### config.mk
export PLATFORM = sky130hd
export DESIGN_NAME = fetch_bp_bht
export DESIGN_NICKNAME = d
export VERILOG_FILES = /design/src/rtl/fetch_bp_bht.sv
export SDC_FILE = /design/constraint.sdc
export NUM_CORES = 1
export LEC_CHECK = 0
export ABC_AREA = 1
export CAP_MARGIN = 40
export CORE_ASPECT_RATIO = 0.7
export CORE_MARGIN = 10
export CORE_UTILIZATION = 53
export CTS_CLUSTER_DIAMETER = 200
export CTS_CLUSTER_SIZE = 14
export DETAILED_ROUTE_END_ITERATION = 8
export GPL_TIMING_DRIVEN = 0
export PLACE_DENSITY = 0.77
export SYNTH_ARGS = -nofsm -noshare
export SYNTH_HDL_FRONTEND = slang
export SYNTH_SLANG_ARGS = --single-unit
### constraint.sdc
create_clock -name clk -period 5.1 [get_ports clk]
set_clock_uncertainty 0.15 [all_clocks]
set_input_delay 1.275 -clock clk [delete_from_list [all_inputs] [get_ports clk]]
set_output_delay 1.275 -clock clk [all_outputs]
set_load 0.01 [all_outputs]
### src/rtl/fetch_bp_bht.sv
// ============================================================================
// Module   : fetch_bp_bht
// Purpose  : 2-bit saturating-counter branch history table with a one-cycle
//            lookup and a valid/ready queue draining one resolved outcome/cycle.
// Revision : 1.0
// ============================================================================
`default_nettype none

module fetch_bp_bht #(
    parameter int INDEX_BITS = 6,
    parameter int UPDQ_DEPTH = 4
) (
    input  logic                          clk,
    input  logic                          reset,
    input  logic                          i_pred_valid,
    input  logic [31:0]                   i_pred_pc,
    output logic                          o_pred_valid,
    output logic                          o_pred_taken,
    output logic [1:0]                    o_pred_counter,
    input  logic                          i_upd_valid,
    output logic                          o_upd_ready,
    input  logic [31:0]                   i_upd_pc,
    input  logic                          i_upd_taken,
    output logic [$clog2(UPDQ_DEPTH):0]   o_updq_count
);

    localparam int c_ENTRIES = 1 << INDEX_BITS;
    localparam int c_PTR_W   = $clog2(UPDQ_DEPTH);
    localparam int c_CNT_W   = c_PTR_W + 1;
    localparam logic [c_CNT_W-1:0] c_DEPTH = c_CNT_W'(UPDQ_DEPTH);

    logic [1:0]            r_table [c_ENTRIES];
    logic [INDEX_BITS-1:0] r_q_idx [UPDQ_DEPTH];
    logic                  r_q_taken [UPDQ_DEPTH];
    logic [c_PTR_W-1:0]    r_wptr;
    logic [c_PTR_W-1:0]    r_rptr;
    logic [c_CNT_W-1:0]    r_count;

    logic                  r_pred_valid;
    logic                  r_pred_taken;
    logic [1:0]            r_pred_counter;

    logic                  w_enq;
    logic                  w_deq;
    logic [INDEX_BITS-1:0] w_head_idx;
    logic                  w_head_taken;
    logic [1:0]            w_head_cur;
    logic [1:0]            w_head_new;
    logic [INDEX_BITS-1:0] w_pred_idx;
    logic [1:0]            w_pred_cnt;

    // Ready looks only at the registered count, never at this cycle's drain.
    assign o_upd_ready  = (r_count != c_DEPTH);
    assign w_enq        = i_upd_valid & o_upd_ready;
    assign w_deq        = (r_count != '0);
    assign w_head_idx   = r_q_idx[r_rptr];
    assign w_head_taken = r_q_taken[r_rptr];
    assign w_head_cur   = r_table[w_head_idx];
    assign w_pred_idx   = i_pred_pc[INDEX_BITS+1:2];

    always_comb begin
        w_head_new = w_head_cur;
        if (w_head_taken) begin
            if (w_head_cur != 2'd3) w_head_new = w_head_cur + 2'd1;
        end else begin
            if (w_head_cur != 2'd0) w_head_new = w_head_cur - 2'd1;
        end
    end

    // Write-first: a lookup colliding with this cycle's drain sees the new value.
    always_comb begin
        w_pred_cnt = r_table[w_pred_idx];
        if (w_deq && (w_head_idx == w_pred_idx)) w_pred_cnt = w_head_new;
    end

    always_ff @(posedge clk or posedge reset) begin
        if (reset) begin
            for (int i = 0; i < c_ENTRIES; i++) r_table[i] <= 2'd1;
        end else if (w_deq) begin
            r_table[w_head_idx] <= w_head_new;
        end
    end

    always_ff @(posedge clk) begin
        if (w_enq) begin
            r_q_idx[r_wptr]   <= i_upd_pc[INDEX_BITS+1:2];
            r_q_taken[r_wptr] <= i_upd_taken;
        end
    end

    always_ff @(posedge clk or posedge reset) begin
        if (reset) begin
            r_wptr  <= '0;
            r_rptr  <= '0;
            r_count <= '0;
        end else begin
            if (w_enq) r_wptr <= r_wptr + 1'b1;
            if (w_deq) r_rptr <= r_rptr + 1'b1;
            case ({w_enq, w_deq})
                2'b10:   r_count <= r_count + 1'b1;
                2'b01:   r_count <= r_count - 1'b1;
                default: r_count <= r_count;
            endcase
        end
    end

    always_ff @(posedge clk or posedge reset) begin
        if (reset) begin
            r_pred_valid   <= 1'b0;
            r_pred_taken   <= 1'b0;
            r_pred_counter <= 2'd0;
        end else begin
            r_pred_valid <= i_pred_valid;
            if (i_pred_valid) begin
                r_pred_taken   <= w_pred_cnt[1];
                r_pred_counter <= w_pred_cnt;
            end
        end
    end

    assign o_pred_valid   = r_pred_valid;
    assign o_pred_taken   = r_pred_taken;
    assign o_pred_counter = r_pred_counter;
    assign o_updq_count   = r_count;

endmodule

`default_nettype wire

# Word-level counts from Yosys, hierarchy flattened
# Memories as Yosys holds them, arrays and structs flattened.
# Index checks and enable logic that the tools add are counted.
dict set report op_classes {
  mux 16
  n_eq_ne 5
  bitwise 3
  n_lt_le_gt_ge 3
  add_sub_neg 6
  n_reduce_logical 5
}
# operator count
set ops {}
lappend ops {{$bwmux 128} 1}
lappend ops {{$bmux 2 s6} 2}
lappend ops {{$mux 2} 9}
lappend ops {{$ge 7x7->1 const B} 2}
lappend ops {{$not 6->7} 2}
lappend ops {{$demux 2 s6} 1}
lappend ops {{$lt 7x1->1 const B} 1}
lappend ops {{$add 2x1->2 const B} 3}
lappend ops {{$eq 6x6->1} 1}
lappend ops {{$pmux 3 s2} 1}
lappend ops {{$reduce_bool 2->1} 2}
lappend ops {{$add 3x1->3 const B} 1}
lappend ops {{$ne 3x3->1 const B} 1}
lappend ops {{$reduce_bool 3->1} 1}
lappend ops {{$sub 3x1->3 const B} 1}
lappend ops {{$eq 2x1->1 const B} 1}
lappend ops {{$eq 2x2->1 const B} 1}
lappend ops {{$logic_and 1x1->1} 2}
lappend ops {{$mux 1} 2}
lappend ops {{$ne 2x2->1 const B} 1}
lappend ops {{$sub 2x1->2 const B} 1}
lappend ops {{$and 1x1->1} 1}
dict set report totals {
  regBits 139
  inputBits 69
  mem_count 2
  ram_bits 28
  word_cells 110
}
# name depth word_bits read_ports rd_ports_with_merged_regs wr line
set memory_table {}
lappend memory_table {r_q_idx 4 6 1 0 1 33} ;# logic [INDEX_BITS-1:0] r_q_idx [UPDQ_DEPTH];
lappend memory_table {r_q_taken 4 1 1 0 1 34} ;# logic r_q_taken [UPDQ_DEPTH];

# Depth between registers and ports, before layout
# Gate-level depths: netlist (run 1).
# An unclocked memory read counts as a cell.
dict set report depth {
  depth_word 9
  mapped_depth 20
  depth_no_buf 17
}

# Least setup slack after synthesis (run 1)
# Ideal clock, no wire load.
dict set report synth_timing {
  path_kind {input -> register}
  start {in i_pred_pc[2]}
  end {reg r_pred_taken (netlist: o_pred_taken)}
  setup_slack_ns 2.284
  setup_time_ns 0.116
  cell_stages 10
  arrival_time_ns 2.549
  n_path_buf 2
  cell_sequence {inv_1 clkbuf_1 clkbuf_1 xor2_1 a221oi_1 nand3_1 inv_1 nand3_1 nand2_1 nand2_1}
}
dict set report synth_via {
  elab_chain_cells 5
}
# element line
set synth_lines {}
lappend synth_lines {{start, declared} 16} ;# input logic [31:0] i_pred_pc,
lappend synth_lines {{$not 6->7 (implied by the code)} 72} ;# w_pred_cnt = r_table[w_pred_idx];
lappend synth_lines {{$bmux 2 s6} 72}
lappend synth_lines {{$mux 2 (implied by the code) (2 in a row)} 72}
lappend synth_lines {{$mux 2 (*)} 73} ;# if (w_deq && (w_head_idx == w_pred_idx)) w_pred_cnt = w_head_new;
lappend synth_lines {{end signal, assigned} 115} ;# r_pred_taken <= w_pred_cnt[1];
lappend synth_lines {{end, declared} 40} ;# logic r_pred_taken;
# Every way passes the cells marked *; elsewhere a longest branch is shown, timed or not. The select of a mux whose other input is x is not followed.
# A chain may end at the register's enable or synchronous reset.

# Worst setup path in the final report (run 1)
dict set report layout_timing {
  start {in i_pred_pc[2]}
  end {reg r_pred_counter[0] (netlist: o_pred_counter[0])}
}
dict set report layout_via {
  elab_chain_cells 5
}
# element line
set layout_lines {}
lappend layout_lines {{$not 6->7 (implied by the code)} 72}
lappend layout_lines {{$bmux 2 s6} 72}
lappend layout_lines {{$mux 2 (implied by the code) (2 in a row)} 72}
lappend layout_lines {{$mux 2 (*)} 73}
lappend layout_lines {{end signal, assigned} 116} ;# r_pred_counter <= w_pred_cnt;
lappend layout_lines {{end, declared} 41} ;# logic [1:0] r_pred_counter;
# Marked as above.

==> run_results.csv, run 1 <==
group,metric,value,unit
status,status,"complete, no violations",
die,core.rowCount,40,
logic_synthesis,synthMostInstantiatedCell,"nor2_1",
placed_design,place_area,10000,sq um
worst_setup_path,path_max_fanout,10,
clock_tree,ctsHoldBuffers,0,
timing,max_freq,0.241,GHz
timing,worstMarginPinSlew,0.965,ns
global_route,grt_pass1_wl,55600,microns
worst_setup_path,endpoint_kind,"register",
clock_tree,insertion_delay,0.44,ns
final_layout,fillers,1552,
detailed_routing,viasPerCell,6.58,
final_layout,drive_gt1_frac,0.173,
worst_setup_path,startpoint,"i_pred_pc[2]",
logic_synthesis,syn_area,9440,sq um
clock_tree,cts_tree,"yes",
global_route,track_usage,0.304,
final_layout,antennaDiodeCount,0,
detailed_routing,ant_nets,0,
global_route,grt_max_degree,77,
worst_setup_path,cp.arrival,4.37,ns
logic_synthesis,syn_area_per_cell,8.06,sq um
die,die_y,132,microns
logic_synthesis,yosys_warnings,0,
clock_tree,cts_setup_buffers,0,
worst_setup_path,critPathKind,"in -> reg",
global_route,first_global_vias,8863,
final_layout,syn_to_final_growth,12.4,%
clock_tree,cts_resized,0,
placed_design,hpwl,25800,microns
logic_synthesis,ys_seq_area_frac,0.464,
logic_synthesis,ys_ff_latch,166,
min_path,hold_class,"reg -> reg",
logic_synthesis,async_flop_share,0.831,
detailed_routing,routed_wl,37400,microns
logic_synthesis,synth_cells,1171,
timing,grt_setup_unrepaired,"false",
detailed_routing,post_drt_wl_per_cell,25.6,microns
final_layout,nets,1290,
worst_setup_path,cp.required,5.33,ns
final_layout,final_area,10600,sq um
die,die_area,23600,sq um
timing,fin_crit_sh,0.812,
clock_tree,cts_sinks,166,
detailed_routing,vias,9593,
timing,min_period,4.14,ns
placed_design,io_buffers,22,
detailed_routing,drc_errors,0,
run,drv_cap,0,
timing,relSlewSlack,0.357,
clock_tree,cts_inserted_buffers,17,
min_path,hp-start,"o_pred_counter[0]",
detailed_routing,drt_iter0_drc,1650,
logic_synthesis,synth_top_area_frac,0.196,
logic_synthesis,yosys.area.top_type,"dfrtp_1",
clock_tree,cts_buffer_depth,2,
logic_synthesis,synth.top_cells.by_count,"nor2_1 (286), nand3_1 (209), nand2_1 (128)",
worst_setup_path,r2r-start,"r_rptr[0]",
logic_synthesis,yosys-top-cells-area,"dfrtp_1 (20%), dfstp_2 (18%), nor2_1 (11%)",
die,start_util,0.545,
logic_synthesis,synth_fp_nets,1246,
clock_tree,clkTransAtPathRegs,0.06,ns
die,ios,77,
global_route,antenna_found_initial,0,
clock_tree,cts-root-buf,"clkbuf_16",
placed_design,place_congestion,1.07,
logic_synthesis,synth.distinct_cells,34,
detailed_routing,firstDrtPassIters,7,
worst_setup_path,startpoint_type,"input pin",
timing,setup_viol,0,
clock_tree,cts-htree-levels,4,
logic_synthesis,synth-edff-count,28,
die,dieWidth,179,microns
timing,slew_viol_final,0,
die,core-area,17300,sq um
logic_synthesis,yosys_most_used_dff,"dfrtp_1",
timing,hold_viol,0,
global_route,grt_overflow,0,
## per-layer routing
metal	global-route usage	vias up	routed length, microns
met1	0.432	4528	15200
met2	0.412	797	15000
met4	0.102	0	1100
met5	0	-	0
met3	0.112	107	6060
li1	-	4161	-
## per-stage QoR
| stage | worst slack (ns) | setup TNS (ns) | instances | util | hold slack, ns |
|---|---|---|---|---|---|
| floorplan | 0.0847 | 0 | 1171 | - | 0.337 |
| global placement | -1.78 | -153.77 | 1424 | 0.574 | 0.318 |
| detailed placement | 0.917 | 0 | 1427 | 0.577 | 0.340 |
| CTS | 1.29 | 0 | 1459 | 0.612 | 0.359 |
| global route | 1.10 | 0 | 1459 | 0.612 | 0.374 |
| finish | 0.959 | 0 | 1459 | 0.612 | 0.357 |
## sequential cells by signal, indices dropped and copies added (netlist names)
name and count:
o_updq_count 3, r_rptr 2, r_q_idx 24, o_pred_valid 1
r_table 128, o_pred_counter 1, r_wptr 2, o_pred_taken 1
r_q_taken 4
## worst max-delay path: stages
cell and delay [ns]:
clkdlybuf4s50_1 0.49, clkbuf_1 0.44, clkbuf_1 0.77, o21ai_0 0.26, o221ai_1 0.40, nand3_1 0.12, o211ai_1 0.16, nand3_1 0.11
nand3_1 0.12, nand2_1 0.06, inv_1 0.05, nand2_1 0.05, nand2_1 0.06
## layout make-up
type	count	area (sq um)	area share
Inverter	37	149	0.0140
Clock inverter	12	138	0.0130
Tap cell	231	289	0.0273
Multi-Input combinational cell	888	4420	0.417
Clock buffer	20	468	0.0441
Timing Repair Buffer	25	270	0.0255
Buffer	80	495	0.0467
Sequential cell	166	4370	0.412
## placed cells by master (no fill, tap or decap), drive strengths merged
cell,synthesis,routed
nand2,129,129
bufinv,0,2
clkdlybuf4s50,0,22
inv,35,39
xnor2,2,2
o21ai,71,71
buf,53,56
nor3,1,1
o22ai,10,10
ha,5,5
or2,3,3
nor2,286,286
nand3,211,211
a32oi,1,1
clkinv,2,6
a31oi,64,64
xor2,4,4
clkbuf,27,47
a221oi,3,3
nand4,3,3
o211ai,5,5
dfrtp,74,74
dfstp,64,64
mux2,1,1
o221ai,22,22
edfxtp,28,28
a21oi,66,66
fa,1,1
clkinvlp,0,2
## cells by family after synthesis
kind of cell             after synthesis  synth area share
AND/OR/NAND/NOR                      633             0.283
AO/OA/AOI/OAI                        242             0.170
flip-flops                           166             0.464
buffers and inverters                117            0.0678
XOR/XNOR                               6           0.00557
adder cells (fa/ha/maj)                6           0.00875
multiplexers                           1           0.00119
## worst paths after layout
check / to / slack [ns] / cells after the start
worst max-delay path: o_pred_counter[0] / 0.96 / 13
worst min-delay path: o_pred_counter[0] / 0.36 / 2
worst max register to register: r_table[119] / 1.63 / 18
worst min register to register: o_pred_counter[0] / 0.36 / 2
max in group asynchronous: r_table[4] / 2.82 / 3
min in group asynchronous: o_updq_count[2] / 1.15 / 2
Power of run 1 is left out: the tool's default activity adds up to more than one toggle a clock period on the data nets, which glitch-free logic cannot reach.
==> inputs of run 2 (changes only) <==
CORE_UTILIZATION = 59   (was 53)
PLACE_DENSITY = 0.81   (was 0.77)
clock period = 4.15 ns   (was 5.1 ns; I/O delays follow)
==> run 2 against run 1 <==
  * Clock-buffer cell count shrank 2
  * Critical endpoint unchanged
  * Hold slack improved by 0.0033 ns
  * Global-route usage up 2.9 points
  * Sequential share of layout area grew 0.19 points
  * Register-to-register slack got worse by 0.97 ns
  * Cell count down 2.1%
  * Flip-flop and latch count is the same
  * First-iteration DRC count rose by 9.0%
  * Worst setup slack got worse by 0.43 ns
  * Non-clock buffer count unchanged
==> run_results.csv, run 2 (synthesis results as in run 1) <==
group,metric,value,unit
detailed_routing,vias,9636,
final_layout,drive_gt1_frac,0.173,
detailed_routing,viasPerCell,6.75,
global_route,antenna_found_initial,0,
final_layout,final_util,0.677,
clock_tree,cts-root-buf,"clkbuf_16",
run,drv_cap,0,
die,ios,77,
timing,max_freq,0.276,GHz
final_layout,regMostFlops,"r_table",
clock_tree,clkTransAtPathRegs,0.07,ns
final_layout,final_common_cell,"nor2_1",
worst_setup_path,path_max_fanout,10,
placed_design,io_buffers,22,
worst_setup_path,r2r_cells,18,
global_route,grt_max_degree,40,
final_layout,largest_reg_flops,128,
final_layout,nets,1290,
timing,setup_viol,0,
die,die_y,126,microns
clock_tree,cts-htree-levels,4,
die,start_util,0.605,
clock_tree,cts_resized,0,
worst_setup_path,cp.required,4.38,ns
timing,relSlewSlack,0.347,
clock_tree,cts_sinks,166,
die,core-area,15600,sq um
clock_tree,cts_tree,"yes",
timing,min_period,3.62,ns
worst_setup_path,endpoint_kind,"register",
min_path,hold_class,"reg -> reg",
detailed_routing,drt_iter0_drc,1798,
clock_tree,insertion_delay,0.45,ns
status,status,"complete, no violations",
die,dieWidth,171,microns
detailed_routing,drc_errors,0,
worst_setup_path,cp.arrival,3.86,ns
placed_design,place_congestion,1.09,
global_route,track_usage,0.333,
worst_setup_path,r2r_slack,0.66,ns
timing,hold_viol,0,
global_route,grt_pass1_wl,54200,microns
worst_setup_path,startpoint_type,"input pin",
timing,worstMarginPinSlew,0.977,ns
placed_design,hpwl,24800,microns
die,die_area,21500,sq um
final_layout,antennaDiodeCount,0,
clock_tree,cts_buffer_depth,2,
worst_setup_path,critPathKind,"in -> reg",
final_layout,layout_common_cells,"nor2_1 (286), nand3_1 (209), nand2_1 (128)",
global_route,grt_overflow,0,
clock_tree,ctsHoldBuffers,0,
timing,slew_viol_final,0,
timing,fin_crit_sh,0.872,
detailed_routing,firstDrtPassIters,7,
clock_tree,cts_setup_buffers,0,
timing,tns,0,ns
final_layout,reg.largest.list,"r_table: 128 flops, r_q_idx: 24 flops, r_q_taken: 4 flops",
detailed_routing,ant_nets,0,
min_path,hold_depth,2,
detailed_routing,routed_wl,36300,microns
clock_tree,cts_inserted_buffers,17,
timing,grt_setup_unrepaired,"false",
global_route,first_global_vias,8939,
final_layout,syn_to_final_growth,11.9,%
detailed_routing,post_drt_wl_per_cell,25.4,microns
die,core.rowCount,38,
## run 2: changes by cell type in the layout (fill, tap and decap cells not counted), sizes merged
| cell | previous run | this run |
|---|---|---|
| inv | 39 | 43 |
| clkbuf | 47 | 45 |
| bufinv | 2 | 1 |
| clkinv | 6 | 5 |
## run 2: final cells by class
type                    count  area (sq um)
fillers                  1279          5040
multi-input cells         888          4420
flip-flops and latches    166          4370
plain buffers              80           495
clock buffers              18           429
repair buffers             25           280
well taps                 200           250
clock inverters            14           158
inverters                  37           148
## run 2: path summary, 6_finish.rpt
kind	startpoint	to
max reg2reg	r_rptr[0]	r_table[45]
max in group asynchronous	reset	r_table[58]
max	i_pred_pc[2]	o_pred_counter[0]
min reg2reg	o_pred_counter[0]	o_pred_counter[0]
min in group asynchronous	reset	o_pred_taken
min	o_pred_counter[0]	o_pred_counter[0]
## run 2: critical path, stage by stage
cell and delay [ns]:
clkdlybuf4s50_1 0.43, inv_1 0.08, clkbuf_1 0.35, clkbuf_1 0.71, o21ai_0 0.19, o221ai_1 0.21
nand3_1 0.16, o211ai_1 0.17, nand3_1 0.13, nand3_1 0.16, nand2_1 0.08, inv_1 0.05
nand2_1 0.05, nand2_1 0.05
## run 2: routing by layer
metal | routed length (microns) | track usage | share of wire | vias to the layer above
met5 | 0 | 0 | 0 | -
met3 | 5930 | 0.129 | 0.16 | 177
met4 | 1750 | 0.159 | 0.048 | 0
li1 | - | - | - | 4161
met2 | 14600 | 0.455 | 0.40 | 820
met1 | 14000 | 0.451 | 0.39 | 4478
## run 2: through the flow
stage | hold slack (ns) | cells | setup slack, ns | cell area (sq um)
2_1_floorplan | 0.337 | 1171 | 1.29 | 9440
3_3_place_gp | 0.324 | 1393 | 0.0980 | 9910
3_5_place_dp | 0.344 | 1396 | 0.299 | 9970
4_1_cts | 0.362 | 1428 | 0.738 | 10600
5_1_grt | 0.377 | 1428 | 0.487 | 10600
6_report | 0.360 | 1428 | 0.529 | 10600
Power of run 2 is left out for the same reason.
